$ cat src/rtl/seven_segments_pattern_decoder.sv
// rtl/seven_segments_pattern_decoder.sv - debounced seven-segment scan decoder with event queue slot
// Optional feature macro: SEVEN_SEGMENTS_DASH_EN (accept "-" as a blank digit).
module seven_segments_pattern_decoder #(
    parameter int STABLE_CYCLES = 4
) (
    input  logic        clock,
    input  logic        reset,
    input  logic [6:0]  segmentInput,
    input  logic [3:0]  digitSelect,
    output logic [15:0] digitValues,
    output logic [3:0]  digitValid,
    output logic        outValid,
    input  logic        outReady,
    output logic [1:0]  outDigit,
    output logic [3:0]  outNibble,
    output logic        errorPulse,
    output logic        overflowFlag
);

    localparam logic [7:0] LP_STABLE = 8'(STABLE_CYCLES);
    localparam logic [6:0] LP_DASH   = 7'b0111111;

    typedef enum logic [1:0] {
        S_IDLE   = 2'd0,
        S_FILTER = 2'd1,
        S_HOLD   = 2'd2
    } state_t;

    state_t      r_state;
    state_t      w_state_next;
    logic [7:0]  r_count;
    logic [7:0]  w_count_next;
    logic [10:0] r_capture;
    logic [10:0] w_capture_next;
    logic        w_accept;

    logic [10:0] w_sample;
    logic        w_onehot;
    logic        w_same;
    logic [1:0]  w_digit;
    logic        w_legal;
    logic [3:0]  w_nibble;
    logic        w_dash;
    logic        w_handshake;
    logic        w_slot_free;

    logic [15:0] r_digit_values;
    logic [3:0]  r_digit_valid;
    logic        r_out_valid;
    logic [1:0]  r_out_digit;
    logic [3:0]  r_out_nibble;
    logic        r_error_pulse;
    logic        r_overflow;

    assign w_sample = {digitSelect, segmentInput};
    assign w_onehot = (digitSelect != 4'd0) && ((digitSelect & (digitSelect - 4'd1)) == 4'd0);
    assign w_same   = (w_sample == r_capture);
    assign w_dash   = (segmentInput == LP_DASH);

    always_comb begin
        w_digit = 2'd0;
        case (digitSelect)
            4'b0010: w_digit = 2'd1;
            4'b0100: w_digit = 2'd2;
            4'b1000: w_digit = 2'd3;
            default: w_digit = 2'd0;
        endcase
    end

    // Active-low segments, bit6=g .. bit0=a.
    always_comb begin
        w_legal  = 1'b1;
        w_nibble = 4'h0;
        case (segmentInput)
            7'b1000000: w_nibble = 4'h0;
            7'b1111001: w_nibble = 4'h1;
            7'b0100100: w_nibble = 4'h2;
            7'b0110000: w_nibble = 4'h3;
            7'b0011001: w_nibble = 4'h4;
            7'b0010010: w_nibble = 4'h5;
            7'b0000010: w_nibble = 4'h6;
            7'b1111000: w_nibble = 4'h7;
            7'b0000000: w_nibble = 4'h8;
            7'b0010000: w_nibble = 4'h9;
            7'b0001000: w_nibble = 4'hA;
            7'b0000011: w_nibble = 4'hB;
            7'b1000110: w_nibble = 4'hC;
            7'b0100001: w_nibble = 4'hD;
            7'b0000110: w_nibble = 4'hE;
            7'b0001110: w_nibble = 4'hF;
            default:    w_legal  = 1'b0;
        endcase
    end

    always_ff @(posedge clock) begin
        if (reset) begin
            r_state   <= S_IDLE;
            r_count   <= 8'd0;
            r_capture <= 11'd0;
        end else begin
            r_state   <= w_state_next;
            r_count   <= w_count_next;
            r_capture <= w_capture_next;
        end
    end

    always_comb begin
        w_state_next   = r_state;
        w_count_next   = r_count;
        w_capture_next = r_capture;
        w_accept       = 1'b0;
        case (r_state)
            S_IDLE: begin
                if (w_onehot) begin
                    w_capture_next = w_sample;
                    w_count_next   = 8'd1;
                    w_state_next   = S_FILTER;
                end else begin
                    w_count_next   = 8'd0;
                end
            end
            S_FILTER: begin
                if (!w_onehot) begin
                    w_count_next = 8'd0;
                    w_state_next = S_IDLE;
                end else if (w_same) begin
                    w_count_next = r_count + 8'd1;
                end else begin
                    w_capture_next = w_sample;
                    w_count_next   = 8'd1;
                end
            end
            S_HOLD: begin
                if (!w_onehot) begin
                    w_count_next = 8'd0;
                    w_state_next = S_IDLE;
                end else if (!w_same) begin
                    w_capture_next = w_sample;
                    w_count_next   = 8'd1;
                    w_state_next   = S_FILTER;
                end
            end
            default: begin
                w_count_next = 8'd0;
                w_state_next = S_IDLE;
            end
        endcase
        // Any path that lands in FILTER with a full run accepts, which also covers STABLE_CYCLES=1.
        if ((w_state_next == S_FILTER) && (w_count_next == LP_STABLE)) begin
            w_accept     = 1'b1;
            w_state_next = S_HOLD;
        end
    end

    assign w_handshake = r_out_valid && outReady;
    assign w_slot_free = !r_out_valid || outReady;

    always_ff @(posedge clock) begin
        if (reset) begin
            r_digit_values <= 16'd0;
            r_digit_valid  <= 4'd0;
            r_out_valid    <= 1'b0;
            r_out_digit    <= 2'd0;
            r_out_nibble   <= 4'd0;
            r_error_pulse  <= 1'b0;
            r_overflow     <= 1'b0;
        end else begin
            r_error_pulse <= 1'b0;
            if (w_handshake) begin
                r_out_valid <= 1'b0;
            end
            if (w_accept) begin
                if (w_legal) begin
                    r_digit_values[w_digit*4 +: 4] <= w_nibble;
                    r_digit_valid[w_digit]         <= 1'b1;
                    if (w_slot_free) begin
                        r_out_valid  <= 1'b1;
                        r_out_digit  <= w_digit;
                        r_out_nibble <= w_nibble;
                    end else begin
                        r_overflow <= 1'b1;
                    end
                end else begin
                    r_digit_valid[w_digit] <= 1'b0;
`ifdef SEVEN_SEGMENTS_DASH_EN
                    r_error_pulse <= !w_dash;
`else
                    r_error_pulse <= 1'b1;
`endif
                end
            end
        end
    end

`ifndef SEVEN_SEGMENTS_DASH_EN
    logic w_unused_dash;
    assign w_unused_dash = w_dash;
`endif

    assign digitValues  = r_digit_values;
    assign digitValid   = r_digit_valid;
    assign outValid     = r_out_valid;
    assign outDigit     = r_out_digit;
    assign outNibble    = r_out_nibble;
    assign errorPulse   = r_error_pulse;
    assign overflowFlag = r_overflow;

endmodule
$ cat config.mk
export PLATFORM = sky130hd
export DESIGN_NAME = seven_segments_pattern_decoder
export DESIGN_NICKNAME = d
export VERILOG_FILES = /design/src/rtl/seven_segments_pattern_decoder.sv
export SDC_FILE = /design/constraint.sdc
export NUM_CORES = 1
export LEC_CHECK = 0
export BUFFER_PORTS_ARGS = -buffer_cell sky130_fd_sc_hd__buf_4
export CORE_MARGIN = 5
export CORE_UTILIZATION = 50
export DETAILED_ROUTE_END_ITERATION = 16
export GPL_ROUTABILITY_DRIVEN = 0
export PLACE_DENSITY = 0.79
export SLEW_MARGIN = 20
export SYNTH_ARGS = -nofsm -noshare
export SYNTH_HDL_FRONTEND = slang
export SYNTH_SLANG_ARGS = --single-unit
$ cat constraint.sdc
create_clock -name clock -period 6.2 [get_ports clock]
set_input_delay 0.93 -clock clock [delete_from_list [all_inputs] [get_ports clock]]
set_output_delay 0.93 -clock clock [all_outputs]
set_load 0.03 [all_outputs]
==> results.md <==
Synthesis:
- By count the netlist is led by sky130_fd_sc_hd__dfxtp_1 (50), sky130_fd_sc_hd__mux2i_1 (33), sky130_fd_sc_hd__nor2_1 (31).
- The complex-gate fraction of the synthesized area is 11.3%.
- Averaged over all synthesized cells, the footprint is 8.74 sq um.
- The fraction of synthesized area in multiplexers is 10.8%.
- After synthesis, the largest family of logic cells by area is simple AND/OR/NAND/NOR gates.
- After synthesis, the cell types taking the most area are sky130_fd_sc_hd__dfxtp_1 (32%), sky130_fd_sc_hd__mux2i_1 (10%), sky130_fd_sc_hd__nand2b_1 (5.4%), sky130_fd_sc_hd__xor2_1 (4.2%), sky130_fd_sc_hd__nor2_1 (3.7%).
- The number of nets produced by synthesis is 384.
- The cell type contributing the most total cell area after synthesis is sky130_fd_sc_hd__dfxtp_1.
- Yosys mapped a number of flops with a built-in enable equal to 0.
- In the synthesized netlist the async set-or-reset flop fraction comes to 0%.
- The area share of xor/xnor cells in the synthesized design is 5.51%.
- The basic-gate share of the synthesized area counting and, or, nand and nor cells is 31.5%.
- The main flop type after synthesis is sky130_fd_sc_hd__dfxtp_1.
- After synthesis, the netlist uses 57 different library cells.
- The synthesized instance count is 361.
- Of the post-synthesis cell area, the dominant cell type holds 31.7%.
- During synthesis, Yosys emitted a total of 0 warnings.
- Summing the areas of all fa, ha and maj instances in the mapped netlist gives 3.57% of the synthesized area.
- The fraction of the yosys area taken by sequential cells is 31.7%.
- In this run, synthesis produced a sequential element count of 50.
- The most frequently used cell type in the post-synthesis netlist is sky130_fd_sc_hd__dfxtp_1.
- The synthesized area is 3160 sq um.

Die:
- During I/O placement, the number of pins put on the boundary was 43.
- The die covers 8000 sq um.
- The floorplan has 29 rows.
- The chip height is 89.4 um.
- The placeable core region is 6240 sq um.
- The x dimension of the die is 89.4 um.
- The starting utilization of the core area is 50.6%.

Power:
- For this design the static power due to leakage is 1.47 nW.
- For this design the ratio of total power to cell area is 175 nW/um^2.
- IR analysis of the VDD net gives a maximum drop of 0.117 mV.

Outcome:
- The run finished with clean final reports.

Critical path:
- The critical path startpoint category is a flip-flop.
- Of all nets on the critical path, the largest fanout is 16.
- The classification of the worst setup path is flip-flop to flip-flop.
- The worst setup path is captured at a flip-flop.
- The critical path data arrival time is 2.92 ns.
- On the worst path, the slowest cell contributes a delay of 0.49 ns.
- For the worst setup path, the data required time is 6.38 ns.
- Among all stages on the critical path, the largest delay is contributed by sky130_fd_sc_hd__ha_1.
- Walking the worst path, the cells encountered are inv_1 -> ha_1 -> a21oi_1 -> nor4b_1 -> a311oi_1 -> nor4_2 -> and4bb_4 -> nand3_2 -> mux2i_1.

GRT:
- The total global routing track utilization is 17.6%.
- The number of global-route vias before repair is 2386.
- The first global-routing pass estimated 11100 um of wire.
- For this run the aggregate overflow at the end of global routing stands at 0.
- The maximum number of pins on one net before global-route repair is 50.
- The number of antenna violations at the first check in global routing came to 0.

Route:
- The length of the first detailed-routing pass in iterations is 4.
- The routed layout has 2625 vias.
- For this run, design rule violations remaining after detail routing come to 0.
- After detailed routing, the total wire length is 6810 um.
- After detailed routing, the average wire length per cell comes to 14.8 um.
- The detail route stage leaves a number of antenna-violating nets equal to 0.
- After the first detailed-routing iteration, the DRC count stood at 174.
- The average vias per placed instance is 5.71.

Layout:
- After filler insertion, the fill cell instance count of the layout stands at 576.
- The footprint of the multi-input gates is 1980 sq um.
- The fraction of final layout cells sized beyond drive strength 1 is 18.8%.
- The register area is 1000 sq um.
- For this run, the post-layout net count is 407.
- From synthesis to final layout, the design area changed by 11.1%.
- The repair_antennas step left the layout with diodes totalling 0.
- The final design utilization is 56.2%.

CTS:
- The clock net in this run drives a total of 50 sinks.
- The cell sitting at the root of the clock tree is a sky130_fd_sc_hd__clkbuf_8.
- The clock insertion delay at the later pin of the skew report is 0.29 ns.
- TritonCTS built the clock tree.
- The CTS clock-pin slew for the worst setup and hold paths is 0.08 ns.
- The number of clock buffers added by TritonCTS is 5.
- The cts-stage hold buffer count is 0.
- In this run the deepest clock path goes through 2 buffers.
- The number of gates resized after cts is 0.
- The clock tree synthesis step divided the H-tree into 2 levels.
- The number of buffers inserted by post-CTS setup repair is 0.

Run:
- The tool flagged a number of max-cap violations equal to 0.

Timing:
- The final count of hold timing violations is 0.
- Clock skew on the completed layout was measured at 0.00440 ns.
- The worst pin sits at a relative slew slack of 58.4%.
- The clock period minus worst slack is 2.74 ns.
- The achievable frequency is 0.365 GHz.
- The setup TNS is 0 ns.
- The transition time at the pin with the least slew margin is 0.616 ns.
- Setup repair after global routing left no endpoint under its margin.
- The ratio of final minimum period to clock period is 44.2%.
- The number of slew-limit violations in the final report is 0.
- The total setup violations reported at the end of the flow is 0.

Place:
- After legalization and detailed placement, the total HPWL measured 4950 um.
- Buffers placed on the I/O ports in this run total 42.

Hold path:
- The worst min-delay path category is flip-flop to flip-flop.
==> area by class of cell <==
class / instances / area share [%]
multi-input cells: 277 / 56.4
clock buffers: 6 / 2.35
flip-flops and latches: 50 / 28.5
inverters: 7 / 0.749
repair buffers: 43 / 9.20
well taps: 77 / 2.75
==> critical path: cells and delay by family, from the launching register on <==
| family | cells | cell delay, ns |
|---|---|---|
| AO/OA/AOI/OAI | 2 | 0.26 |
| adder cells (fa/ha/maj) | 1 | 0.49 |
| buffers and inverters | 1 | 0.10 |
| flip-flops | 1 | 0.35 |
| multiplexers | 1 | 0.15 |
| AND/OR/NAND/NOR | 4 | 1.28 |
==> path summary, 6_finish.rpt <==
kind / slack (ns) / endpoint / cells past startpoint / from
worst max-delay path: 3.46 / digitValues[2]$_SDFFE_PP0P_ / 9 / r_state[1]$_SDFF_PP0_
worst min-delay path: 0.48 / flip-flop / 2 / flip-flop
worst max register to register: 3.46 / digitValues[2]$_SDFFE_PP0P_ / 9 / r_state[1]$_SDFF_PP0_
worst min register to register: 0.48 / flip-flop / 2 / flip-flop
==> routing by layer <==
| layer | track usage [%] | vias to the layer above | wire length (um) |
|---|---|---|---|
| met4 | 5.55 | 0 | 117 |
| li1 | - | 1327 | - |
| met2 | 26.9 | 59 | 3150 |
| met5 | 0 | - | 0 |
| met3 | 4.52 | 8 | 285 |
| met1 | 24.4 | 1231 | 3260 |
==> cells in the final DEF, fill, tap and decap left out, types with 4 or more instances in the layout <==
cell type and instances:
sky130_fd_sc_hd__nand3_1 11, sky130_fd_sc_hd__nand2_1 24, sky130_fd_sc_hd__dfxtp_1 50, sky130_fd_sc_hd__nor3_1 10, sky130_fd_sc_hd__clkbuf_8 6, sky130_fd_sc_hd__mux2i_1 33, sky130_fd_sc_hd__nor2b_1 6, sky130_fd_sc_hd__o21ai_0 7
sky130_fd_sc_hd__nor4_1 10, sky130_fd_sc_hd__buf_4 43, sky130_fd_sc_hd__nand3_2 6, sky130_fd_sc_hd__inv_1 7, sky130_fd_sc_hd__a31oi_1 6, sky130_fd_sc_hd__nand4_1 12, sky130_fd_sc_hd__xor2_1 15, sky130_fd_sc_hd__a21oi_1 12
sky130_fd_sc_hd__nor2_1 31, sky130_fd_sc_hd__nor3b_1 5, sky130_fd_sc_hd__ha_1 9, sky130_fd_sc_hd__nand2b_1 27, sky130_fd_sc_hd__o211ai_1 4, sky130_fd_sc_hd__a22oi_1 4
==> state kept, by name, summed over array words and instances (netlist names), named ones only <==
| signal | cells |
|---|---|
| r_capture | 11 |
| outValid | 1 |
| outDigit | 2 |
| digitValues | 16 |
| r_state | 2 |
| errorPulse | 1 |
| overflowFlag | 1 |
| r_count | 8 |
| outNibble | 4 |
==> per-stage QoR <==
step           power, W  std cells  setup slack [ns]  area (sq um)  hold slack [ns]
2_1_floorplan  0.000417        361              3.51          3160            0.465
5_1_grt        0.000646        460              3.21          3510            0.502
6_report       0.000615        460              3.46          3510            0.479
4_1_cts        0.000621        460              3.46          3510            0.484
3_5_place_dp   0.000437        454              3.25          3420            0.466
3_3_place_gp   0.000434        454              3.32          3420            0.466
==> kinds of logic (layout without fill, tap and decap cells) <==
| group | Yosys count | count (layout) |
|---|---|---|
| AO/OA/AOI/OAI | 50 | 50 |
| XOR/XNOR | 19 | 19 |
| adder cells (fa/ha/maj) | 9 | 9 |
| buffers and inverters | 34 | 56 |
| flip-flops | 50 | 50 |
| multiplexers | 34 | 34 |
| AND/OR/NAND/NOR | 165 | 165 |
==> where the power goes <==
part	internal, W	switching (W)	leakage (nW)
combinational	0.0000390	0.0000593	1.03
clock	0.0000863	0.0000993	0.0431
sequential	0.000327	0.00000477	0.404
(Power assumes the default switching activity.)
